[config.mk]
export PLATFORM = sky130hd
export DESIGN_NAME = pipe_ctrl
export DESIGN_NICKNAME = d
export VERILOG_FILES = /design/src/rtl/pipe_ctrl_pkg.sv /design/src/rtl/hold_timer.sv /design/src/rtl/pipe_ctrl.sv
export SDC_FILE = /design/constraint.sdc
export NUM_CORES = 1
export LEC_CHECK = 0
export BUFFER_PORTS_ARGS = -buffer_cell sky130_fd_sc_hd__clkbuf_2
export CAP_MARGIN = 20
export CORE_MARGIN = 4
export CORE_UTILIZATION = 49
export DETAILED_ROUTE_END_ITERATION = 12
export PLACE_DENSITY = 0.76
export SETUP_SLACK_MARGIN = 0.3
export SLEW_MARGIN = 10
export SYNTH_ARGS = -nofsm -noshare
export SYNTH_HDL_FRONTEND = slang
export SYNTH_HIERARCHICAL = 1
export SYNTH_SLANG_ARGS = --single-unit
[constraint.sdc]
create_clock -name clk -period 2.06 [get_ports clk]
set_clock_uncertainty 0.15 [all_clocks]
set_input_delay 0.412 -clock clk [delete_from_list [all_inputs] [get_ports clk]]
set_output_delay 0.412 -clock clk [all_outputs]
set_load 0.03 [all_outputs]
[src/rtl/pipe_ctrl_pkg.sv]
// Shared definitions for the pipeline hazard controller: FSM encoding,
// stage indices and default parameter values.
package pipe_ctrl_pkg;

    typedef enum logic [1:0] {
        StRun   = 2'd0,
        StFlush = 2'd1,
        StPend  = 2'd2
    } pipe_state_e;

    localparam int unsigned STG_IF = 0;
    localparam int unsigned STG_ID = 1;
    localparam int unsigned STG_EX = 2;

    localparam int unsigned DEF_NUM_STAGES   = 3;
    localparam int unsigned DEF_ADDR_W       = 32;
    localparam int unsigned DEF_JUMP_STAGE   = STG_EX;
    localparam int unsigned DEF_FLUSH_CYCLES = 2;
    localparam int unsigned DEF_HOLD_TIMEOUT = 255;

endpackage

[src/rtl/hold_timer.sv]
// Counts consecutive cycles with any stall request and pulses once when the
// count reaches HOLD_TIMEOUT; re-arms only after a hold-free cycle.
module hold_timer
    import pipe_ctrl_pkg::*;
#(
    parameter int unsigned HOLD_TIMEOUT = DEF_HOLD_TIMEOUT
) (
    input  logic clk,
    input  logic rst,
    input  logic any_hold,
    output logic timeout
);

    localparam int unsigned CntW = $clog2(HOLD_TIMEOUT + 1);
    localparam logic [CntW-1:0] CntMax  = CntW'(HOLD_TIMEOUT);
    localparam logic [CntW-1:0] CntFire = CntW'(HOLD_TIMEOUT - 1);

    logic [CntW-1:0] cnt_q;

    always_ff @(posedge clk or posedge rst) begin
        if (rst) begin
            cnt_q <= '0;
        end else if (!any_hold) begin
            cnt_q <= '0;
        end else if (cnt_q != CntMax) begin
            cnt_q <= cnt_q + 1'b1;
        end
    end

    // Counter saturates at CntMax, so the fire value is only seen once per hold.
    assign timeout = !rst && any_hold && (cnt_q == CntFire);

endmodule

[src/rtl/pipe_ctrl.sv]
// Pipeline stall/flush controller: decodes per-stage hold requests and
// sequences jump redirects (immediate, pending behind older holds, flushing).
module pipe_ctrl
    import pipe_ctrl_pkg::*;
#(
    parameter int unsigned NUM_STAGES   = DEF_NUM_STAGES,
    parameter int unsigned ADDR_W       = DEF_ADDR_W,
    parameter int unsigned JUMP_STAGE   = DEF_JUMP_STAGE,
    parameter int unsigned FLUSH_CYCLES = DEF_FLUSH_CYCLES,
    parameter int unsigned HOLD_TIMEOUT = DEF_HOLD_TIMEOUT
) (
    input  logic                  clk,
    input  logic                  rst,
    input  logic [ADDR_W-1:0]     jump_addr_i,
    input  logic                  jump_en_i,
    input  logic [NUM_STAGES-1:0] hold_req_i,
    output logic [ADDR_W-1:0]     jump_addr_o,
    output logic                  jump_en_o,
    output logic [NUM_STAGES-1:0] stall_o,
    output logic [NUM_STAGES-1:0] flush_o,
    output logic                  hold_o,
    output logic                  jump_overrun_o,
    output logic                  hold_timeout_o
);

    localparam int unsigned FcW = $clog2(FLUSH_CYCLES + 1);
    localparam logic [FcW-1:0] FcReload = FcW'(FLUSH_CYCLES - 1);
    localparam logic [FcW-1:0] FcLast   = FcW'(1);

    pipe_state_e             state_q;
    logic [ADDR_W-1:0]       pend_addr_q;
    logic [FcW-1:0]          flush_cnt_q;

    logic                    any_hold;
    logic                    hold_above;
    logic                    above;
    logic                    accept;
    logic                    fire;
    logic [NUM_STAGES-1:0]   base_stall;
    logic [NUM_STAGES-1:0]   base_flush;
    logic [NUM_STAGES-1:0]   front_mask;
    logic [NUM_STAGES-1:0]   jump_mask;

    // Stall everything at or below the oldest requester, bubble the stage after it.
    always_comb begin
        any_hold   = |hold_req_i;
        hold_above = 1'b0;
        above      = 1'b0;
        base_stall = '0;
        base_flush = '0;
        front_mask = '0;
        jump_mask  = '0;
        for (int s = int'(NUM_STAGES) - 1; s >= 0; s--) begin
            above         = above | hold_req_i[s];
            base_stall[s] = above;
            if (s > int'(JUMP_STAGE) && hold_req_i[s]) begin
                hold_above = 1'b1;
            end
        end
        for (int s = STG_IF; s < int'(NUM_STAGES); s++) begin
            front_mask[s] = (s < int'(JUMP_STAGE));
            jump_mask[s]  = (s <= int'(JUMP_STAGE));
        end
        for (int s = 1; s < int'(NUM_STAGES); s++) begin
            base_flush[s] = base_stall[s-1] & ~base_stall[s];
        end
    end

    assign accept = (state_q != StPend) && jump_en_i && !hold_above;
    assign fire   = accept || ((state_q == StPend) && !hold_above);

    always_comb begin
        jump_en_o      = fire && !rst;
        jump_overrun_o = !rst && (state_q == StPend) && jump_en_i;
        jump_addr_o    = jump_addr_i;
        stall_o        = base_stall;
        flush_o        = base_flush;
        if (rst) begin
            jump_addr_o = '0;
        end else if (fire) begin
            if (state_q == StPend) begin
                jump_addr_o = pend_addr_q;
            end
            flush_o = flush_o | front_mask;
            stall_o = stall_o & ~jump_mask;
        end else if (state_q == StFlush) begin
            flush_o = flush_o | front_mask;
            stall_o = stall_o & ~front_mask;
        end else if (state_q == StPend) begin
            stall_o = stall_o | jump_mask;
        end
        hold_o = (|stall_o) || (|(flush_o & front_mask));
    end

    always_ff @(posedge clk or posedge rst) begin
        if (rst) begin
            state_q     <= StRun;
            pend_addr_q <= '0;
            flush_cnt_q <= '0;
        end else if (fire) begin
            if (FLUSH_CYCLES > 1) begin
                state_q     <= StFlush;
                flush_cnt_q <= FcReload;
            end else begin
                state_q     <= StRun;
                flush_cnt_q <= '0;
            end
        end else begin
            unique case (state_q)
                StRun, StFlush: begin
                    if (jump_en_i) begin
                        // Blocked by an older stage: park the target until it drains.
                        state_q     <= StPend;
                        pend_addr_q <= jump_addr_i;
                        flush_cnt_q <= '0;
                    end else if (state_q == StFlush) begin
                        if (flush_cnt_q <= FcLast) begin
                            state_q     <= StRun;
                            flush_cnt_q <= '0;
                        end else begin
                            flush_cnt_q <= flush_cnt_q - 1'b1;
                        end
                    end
                end
                StPend: begin
                    state_q <= StPend;
                end
                default: begin
                    state_q <= StRun;
                end
            endcase
        end
    end

    hold_timer #(
        .HOLD_TIMEOUT(HOLD_TIMEOUT)
    ) u_hold_timer (
        .clk     (clk),
        .rst     (rst),
        .any_hold(any_hold),
        .timeout (hold_timeout_o)
    );

endmodule

After elaboration in Yosys (flattened, before gate mapping)

Index checks and enable logic that the tools add are counted.

Reductions and logical operators: 19
Bitwise operators: 7
Muxes and demuxes: 22
Add/sub/neg operators: 2
Eq/ne operators: 8
Magnitude comparators: 1

Operator list:

| kind                                                                  | number |
|---|---|
| 32-bit 2-to-1 mux                                                     | 3 |
| 2-bit 2-to-1 mux                                                      | 12 |
| 8-bit 2-to-1 mux                                                      | 2 |
| 3-bit 2-to-1 mux                                                      | 4 |
| 8-bit by 1-bit adder with 8-bit output, second input constant         | 1 |
| 8-bit == test, second input constant                                  | 1 |
| 4-bit != test, second input constant                                  | 2 |
| 8-bit != test, second input constant                                  | 1 |
| 1-bit logical AND                                                     | 6 |
| 3-bit OR reduction                                                    | 2 |
| 2-bit != test, second input constant                                  | 2 |
| 2-bit one-hot mux with 2 select lines                                 | 1 |
| 2-bit AND reduction                                                   | 2 |
| 2-bit OR reduction                                                    | 2 |
| 1-bit inverter                                                        | 3 |
| 3-bit AND reduction                                                   | 1 |
| 3-bit nonzero test                                                    | 1 |
| 1-bit bitwise AND                                                     | 2 |
| 2-bit by 1-bit == test with 1-bit output, second input constant       | 1 |
| 2-bit == test, second input constant                                  | 1 |
| 2-bit by 1-bit <= comparator with 1-bit output, second input constant | 1 |
| 2-bit logical NOT                                                     | 1 |
| 1-bit logical OR                                                      | 2 |
| 1-bit OR                                                              | 2 |
| other kinds (3)                                                       | 3 |

Word-level logic and storage cells: 63
Input bits: 38
Output and inout bits: 42
Flip-flop bits (word level): 44

Logic depth before layout (Yosys ltp)

Gate-level depths: netlist of the first run.

Depth in word-level cells: 8
Mapped depth: 5
Mapped depth without buffers: 4

Hierarchy

Netlist of the first run, hierarchy kept.

By module, submodules not included:

| module     | area each (um^2) | seq. area each (um^2) | cells each | instances |
|---|---|---|---|---|
| pipe_ctrl  | 1,726.7          | 900.9                 | 200        | 1 |
| hold_timer | 450.4            | 200.2                 | 46         | 1 |

Worst setup path before layout of the first run

OpenSTA, ideal clock, no wires.

Kind: in2out
From: input hold_req_i[2]
To: output hold_timeout_o
Arrival: 1.514 ns
Buffers on the path: 1
Stages on the path: 5
Setup slack: -0.016 ns
Required time: 1.498 ns
Path through: nor3_1 inv_1 clkbuf_1 nand4_1 nor3_1

Cells in the longest elaborated chain, start to end: 3

Ends and longest elaborated chain:

| item                           | RTL line         | RTL |
|---|---|---|
| start: declaration             | pipe_ctrl.sv:16  | `input logic [NUM_STAGES-1:0] hold_req_i,` |
| 3-bit OR reduction             | pipe_ctrl.sv:46  | `any_hold = \|hold_req_i;` |
| via any_hold                   | pipe_ctrl.sv:34  | `logic any_hold;` |
| 1-bit logical AND (2 in a row) | hold_timer.sv:31 | `assign timeout = !rst && any_hold && (cnt_q == CntFire);` |
| end: declaration               | pipe_ctrl.sv:23  | `output logic hold_timeout_o` |

The timed path passes the listed nets, and every way through them passes these cells.

Final worst setup path of the first run

From: register state_q[0]
To: output stall_o[1]

Cells in the longest elaborated chain, start to end: 5
Elaborated cells on any way between the ends: 9
Classes of those cells: eq/ne: 3; mux: 4; reduce/logical: 2

Ends and longest elaborated chain:

| item                                                  | RTL line                                          | RTL |
|---|---|---|
| start: declaration                                    | pipe_ctrl.sv:30                                   | `pipe_state_e state_q;` |
| start signal: assignment                              | pipe_ctrl.sv:97                                   | `state_q <= StRun;` |
| start signal: assignment                              | pipe_ctrl.sv:102                                  | `state_q <= StFlush;` |
| start signal: assignment                              | pipe_ctrl.sv:105                                  | `state_q <= StRun;` |
| 2-bit == test or 2-bit != test (tied branches)        | pipe_ctrl.sv:70, pipe_ctrl.sv:89, pipe_ctrl.sv:69 |  |
| 3-bit 2-to-1 mux or 1-bit logical AND (tied branches) | pipe_ctrl.sv:89, pipe_ctrl.sv:69                  |  |
| 3-bit 2-to-1 mux or 1-bit logical OR (tied branches)  | pipe_ctrl.sv:86, pipe_ctrl.sv:70                  |  |
| 3-bit 2-to-1 mux (*)                                  | pipe_ctrl.sv:80                                   | `end else if (fire) begin` |
| 3-bit 2-to-1 mux (*)                                  | pipe_ctrl.sv:78                                   | `if (rst) begin` |
| end: declaration                                      | pipe_ctrl.sv:19                                   | `output logic [NUM_STAGES-1:0] stall_o,` |

Every way passes the cells marked *; elsewhere a longest branch is shown, timed or not.

==> results.sh, run 1 <==
export IMPL_clkTransAtPathRegs_ns=0.08
export IMPL_synth_edff_count=0
export IMPL_crit_type="reg -> out"
export IMPL_drt_iter0_markers=155
export IMPL_grt_util_met2_pct=44.0
export IMPL_synth_avg_cell_area_um2=8.85
export IMPL_power_density_nw_per_um2=662
export IMPL_grt_max_degree=23
export IMPL_critPathTopFamily="flip-flops"
export IMPL_rows=23
export IMPL_crit_buf_inv=2
export IMPL_overflow=0
export IMPL_fmax_ghz=0.461
export IMPL_met3_usage_pct=3.60
export IMPL_yosysTopAreaCellShare_pct=50.6
export IMPL_r2r_start="u_hold_timer/cnt_q[0]$_DFFE_PP0P_"
export IMPL_core_um2=4140
export IMPL_pin_count=80
export IMPL_final_net_count=353
export IMPL_yosysWarningCount=6
export IMPL_viasPerCell=5.54
export IMPL_die_area_um2=5570
export IMPL_fin_crit_ns=2.17
export IMPL_cp_start_kind="flop"
export IMPL_initial_core_util_pct=52.5
export IMPL_post_route_drc_count=0
export IMPL_final_util_pct=87.9
export IMPL_n_fill_cell=173
export IMPL_reg2reg_depth=5
export IMPL_worstPathArrival_ns=1.61
export IMPL_irDropWorstVdd_v=0.000616
export IMPL_synth_cells=246
export IMPL_layout_common_cells="dfrtp_1 (43), clkbuf_8 (41), clkbuf_2 (38), nand2_4 (32), a21oi_2 (31)"
export IMPL_dpl_worst_slack_ns=0.218
export IMPL_setup_tns_ns=-2.50
export IMPL_layout_drive_gt1_share_pct=65.9
export IMPL_cts_tree="done"
export IMPL_worst_slack_ns=-0.108
export IMPL_max_stage_delay_ns=0.43
export IMPL_numClockSinks=44
export IMPL_hold_ws_ns=0.167
export IMPL_areaGrowthSynthToFinish_pct=67.3
export IMPL_grt_pass1_wl_mm=9.57
export IMPL_async_reset_ff_share_pct=100
export IMPL_yosys_area_top_type="dfrtp_1"
export IMPL_post_drt_wl_per_cell_um=20.2
export IMPL_min_period_over_period_pct=105
export IMPL_diodes=0
export IMPL_power_total_uw=2410
export IMPL_worst_setup_path_end_kind="output port"
export IMPL_cts_buffer_depth=2
export IMPL_setup_viol=38
export IMPL_worstSkewPairLatency_ns=0.30
export IMPL_grt_util_met1_pct=26.0
export IMPL_rsz0062_at_grt="true"
export IMPL_synthTopCellsByArea="dfrtp_1 (51%), nand2_1 (12%), a21oi_2 (8.0%), clkbuf_1 (5.7%), a21oi_1 (3.0%)"
export IMPL_die_y_um=74.7
export IMPL_first_pass_iters=4
export IMPL_die_x_um=74.7
export IMPL_syn_area_um2=2180
export IMPL_crit_fanout=5
export IMPL_failed_checks="setup timing"
export IMPL_grt_use_total_pct=23.1
export IMPL_synth_seq_area_share_pct=50.6
export IMPL_grt_pass1_vias=2008
export IMPL_status="finished, violations left"
export IMPL_htreeDepth=2
export IMPL_place_hpwl_mm=3.34
export IMPL_antenna_left=0
export IMPL_busiest_layer="met2"
export IMPL_antenna_found_initial=0
export IMPL_r2r_end="u_hold_timer/cnt_q[5]$_DFFE_PP0P_"
export IMPL_required_ns=1.50
export IMPL_final_hold_violation_count=0
export IMPL_path_cells="nand2b_4 -> a31oi_4 -> buf_6 -> nor2_2 -> clkbuf_8"
export IMPL_num_vias=2018
export IMPL_synth_fp_nets=286
export IMPL_cpMaxStageDelayCell="dfrtp_1"
export IMPL_cts_hold_buf=0
export IMPL_ys_flop_type="dfrtp_1"
export IMPL_numCtsBuffers=5
export IMPL_wl_mm=7.35
export IMPL_clockRootBuffer="clkbuf_8"
export IMPL_ys_types=36
export IMPL_min_path_type="in -> async"
export IMPL_synth_seq_cells=44
export IMPL_gp_congestion=0.814
export IMPL_layout_commonest_cell="dfrtp_1"
export IMPL_reg2reg_slack_ns=0.32
export IMPL_drv_slew=0
export IMPL_io_buffers=79
export IMPL_maxCapViolCount=0
export IMPL_leakage_uw=0.00199
## how the worst max path moves through the flow
stage	from	end	slack (ns)	cells after the start
after global placement	state_q[1]$_DFFE_PP0P_	stall_o[2]	0.23	5
after CTS	state_q[1]$_DFFE_PP0P_	stall_o[2]	-0.03	6
after global routing	state_q[1]$_DFFE_PP0P_	stall_o[1]	-0.15	6
after detailed placement	state_q[1]$_DFFE_PP0P_	stall_o[2]	0.22	5
after floorplan	state_q[0]$_DFFE_PP0P_	jump_addr_o[3]	0.20	5
final	state_q[0]$_DFFE_PP0P_	stall_o[1]	-0.11	5
## registers in the layout (all words and copies together), names as in the netlist
name / flops
u_hold_timer/cnt_q: 8
flush_cnt_q: 2
state_q: 2
pend_addr_q: 32
## Yosys cell counts, drive strengths merged (2+ instances only)
master / count
a21oi: 33
a31oi: 5
and3: 2
buf: 11
clkbuf: 35
dfrtp: 44
ha: 2
inv: 6
nand2: 69
nand2b: 4
nand3: 3
nand4: 3
nor2: 6
nor2b: 2
nor3: 3
o211a: 2
o21ai: 4
## cell type report
type / instances / area [µm²] / area share, %
Tap cell: 50 / 62.6 / 1.72
Timing Repair Buffer: 106 / 1100 / 30.3
Multi-Input combinational cell: 150 / 1230 / 33.7
Inverter: 6 / 22.5 / 0.618
Clock buffer: 7 / 96.3 / 2.65
Clock inverter: 1 / 30.0 / 0.824
Sequential cell: 44 / 1100 / 30.3
## stage by stage
stage / std cells / area, µm²
CTS: 358 / 3390
floorplan: 246 / 2230
global placement: 339 / 2560
finish: 364 / 3640
global route: 364 / 3640
detailed placement: 339 / 2560
## tightest hold or removal path: stages
cell and delay (ns):
clkbuf_2 0.14, buf_4 0.20, inv_1 0.25
## kinds of logic after synthesis
family                     synth area share (%)
other                                     0.172
DFF                                        50.6
muxes                                     0.460
adders and majority gates                  1.15
AOI/OAI and AO/OA                          17.8
and+or+nand+nor                            18.8
buffers and inverters                      11.1
## where the power goes
part | switching [µW] | leakage (µW) | internal (µW)
clock network | 304 | 0.0000645 | 428
registers | 75.6 | 0.000596 | 914
logic | 377 | 0.00133 | 313
## metal layers
| layer | vias to the layer above | wire [µm] |
|---|---|---|
| met4 | 0 | 168 |
| li1 | 919 | - |
| met5 | - | 0 |
| met2 | 78 | 4080 |
| met3 | 13 | 332 |
| met1 | 1008 | 2770 |
## repair_timing
item,in CTS,in global routing
endpoints found under the setup margin,41,42
resized for setup,141,51
pin swaps,27,32
setup buffers,8,4
cloned,3,2
(Power assumes the default switching activity.)
==> inputs of run 2 (changes only) <==
==> constraint.sdc (replaced) <==
create_clock -name clk -period 2.21 [get_ports clk]
set_clock_uncertainty 0.15 [all_clocks]
set_input_delay 0.442 -clock clk [delete_from_list [all_inputs] [get_ports clk]]
set_output_delay 0.442 -clock clk [all_outputs]
set_load 0.03 [all_outputs]
==> run 2 against run 1 <==
The flow now finishes without violations. Sequential share of layout area up 6.5 points. Via count down 9.5%. Utilization down 16 points. Critical path depth unchanged. Hold slack better by 0.047 ns. Largest power group unchanged. Clock-buffer cell count down 2. Highest routed layer unchanged. Total power down 16%. Sequential cell count unchanged. Routed wire length down 28%. Combinational power down 29%. Sequential power down 7.0%. Non-clock buffer count down 6.
==> results.sh, run 2 (synthesized netlist as in run 1, its figures left out) <==
export IMPL_first_pass_iters=4
export IMPL_final_net_count=347
export IMPL_n_fill_cell=301
export IMPL_largest_reg_flops=32
export IMPL_layout_common_cells="nand2_1 (69), dfrtp_1 (42), clkbuf_2 (38), buf_4 (22), a21oi_2 (21)"
export IMPL_regArea_um2=1100
export IMPL_grt_use_total_pct=19.4
export IMPL_viasPerCell=5.10
export IMPL_setup_viol=0
export IMPL_wl_mm=5.31
export IMPL_gp_congestion=0.871
export IMPL_die_x_um=74.7
export IMPL_leakage_uw=0.00150
export IMPL_slew_headroom_pct=52.8
export IMPL_top_regs="pend_addr_q x32, u_hold_timer/cnt_q x8"
export IMPL_post_drt_wl_per_cell_um=14.8
export IMPL_worstSkewPairLatency_ns=0.30
export IMPL_grt_pass1_wl_mm=8.22
export IMPL_clkTransAtPathRegs_ns=0.08
export IMPL_core_um2=4140
export IMPL_grt_max_degree=37
export IMPL_power_total_uw=2030
export IMPL_overflow=0
export IMPL_irDropWorstVdd_v=0.000393
export IMPL_areaGrowthSynthToFinish_pct=37.7
export IMPL_crit_type="reg -> out"
export IMPL_power_density_nw_per_um2=678
export IMPL_diodes=0
export IMPL_die_y_um=74.7
export IMPL_required_ns=1.62
export IMPL_io_buffers=79
export IMPL_cts_tree="done"
export IMPL_min_period_over_period_pct=99.2
export IMPL_antenna_left=0
export IMPL_status="complete, no violations"
export IMPL_fin_crit_ns=2.19
export IMPL_drt_iter0_markers=109
export IMPL_cts_buffer_depth=2
export IMPL_grt_pass1_vias=1776
export IMPL_clockRootBuffer="clkbuf_8"
export IMPL_post_route_drc_count=0
export IMPL_rsz0062_at_grt="true"
export IMPL_worstMarginPinSlew_ns=0.706
export IMPL_num_vias=1827
export IMPL_cp_start_kind="flop"
export IMPL_antenna_found_initial=0
export IMPL_stdcell_area_um2=3000
export IMPL_htreeDepth=2
export IMPL_initial_core_util_pct=52.5
export IMPL_numCtsBuffers=5
export IMPL_place_hpwl_mm=3.36
export IMPL_layout_drive_gt1_share_pct=46.8
export IMPL_dpl_cell_area_um2=2500
export IMPL_worstPathArrival_ns=1.60
export IMPL_numClockSinks=44
export IMPL_rows=23
export IMPL_pin_count=80
export IMPL_final_hold_violation_count=0
export IMPL_drv_slew=0
export IMPL_multi_input_area_um2=895
export IMPL_maxCapViolCount=0
export IMPL_worst_setup_path_end_kind="output port"
export IMPL_die_area_um2=5570
export IMPL_top_register="pend_addr_q"
export IMPL_fmax_ghz=0.456
export IMPL_min_path_type="in -> async"
export IMPL_layout_commonest_cell="nand2_1"
export IMPL_crit_fanout=9
run 2: cell count changes in the layout (fill, tap and decap cells not counted), sizes merged:
cell,delta
inv,+1
buf,+3
clkbuf,-11
clkinvlp,+1
run 2: final cells by class:
| cell class | instances | area share [%] |
|---|---|---|
| flip-flops and latches | 44 | 36.8 |
| multi-input cells | 150 | 29.8 |
| repair buffers | 100 | 26.7 |
| clock buffers | 5 | 2.30 |
| well taps | 50 | 2.09 |
| clock inverters | 3 | 1.54 |
| inverters | 6 | 0.751 |
run 2: timing repair:
item	4_1_cts	5_1_grt
setup endpoints to repair	40	41
hold buffers	0	0
setup buffers	6	5
resized for setup	66	23
cloned	2	0
pin swaps	1	5
run 2: worst max-delay path: stages, from the launching register on:
cell and delay, ns:
dfrtp_2 0.42, nor2b_4 0.25, buf_6 0.16, nand2_1 0.06, a21oi_1 0.20, buf_4 0.20
run 2: worst paths after layout:
| check | cells after the start | end | slack (ns) | startpoint |
|---|---|---|---|---|
| worst max register to register | 5 | u_hold_timer/cnt_q[5]$_DFFE_PP0P_ | 0.46 | u_hold_timer/cnt_q[0]$_DFFE_PP0P_ |
| worst min-delay path | 3 | u_hold_timer/cnt_q[7]$_DFFE_PP0P_ | 0.21 | rst |
| worst max-delay path | 5 | jump_addr_o[26] | 0.02 | state_q[1]$_DFFE_PP0P_ |
| max in group asynchronous | 3 | state_q[1]$_DFFE_PP0P_ | 0.99 | rst |
| worst min register to register | 0 | pend_addr_q[22]$_DFFE_PP0P_ | 0.23 | pend_addr_q[22]$_DFFE_PP0P_ |
| min in group clk | 0 | pend_addr_q[22]$_DFFE_PP0P_ | 0.23 | pend_addr_q[22]$_DFFE_PP0P_ |
run 2: stage by stage:
step / cells / setup WS (ns) / hold slack, ns / utilization, % / TNS [ns]
6_report: 358 / 0.0175 / 0.214 / 72.3 / 0
5_1_grt: 358 / -0.0666 / 0.223 / 72.3 / -0.118
4_1_cts: 353 / 0.0553 / 0.206 / 70.7 / 0
3_5_place_dp: 337 / 0.294 / 0.215 / 60.4 / 0
3_3_place_gp: 337 / 0.333 / 0.214 / 60.4 / 0
2_1_floorplan: 246 / 0.304 / 0.108 / - / 0
run 2: routing by layer:
layer / global-route usage, % / vias to the layer above / wire length, µm
met3: 4.14 / 10 / 430
met4: 5.93 / 0 / 109
li1: - / 900 / -
met5: 0 / - / 0
met1: 25.2 / 839 / 2130
met2: 32.7 / 78 / 2640
run 2: power by group:
group | internal, µW | leakage, µW | switching, µW
clock network | 340 | 0.0000548 | 283
logic | 211 | 0.000850 | 276
registers | 851 | 0.000595 | 69.7
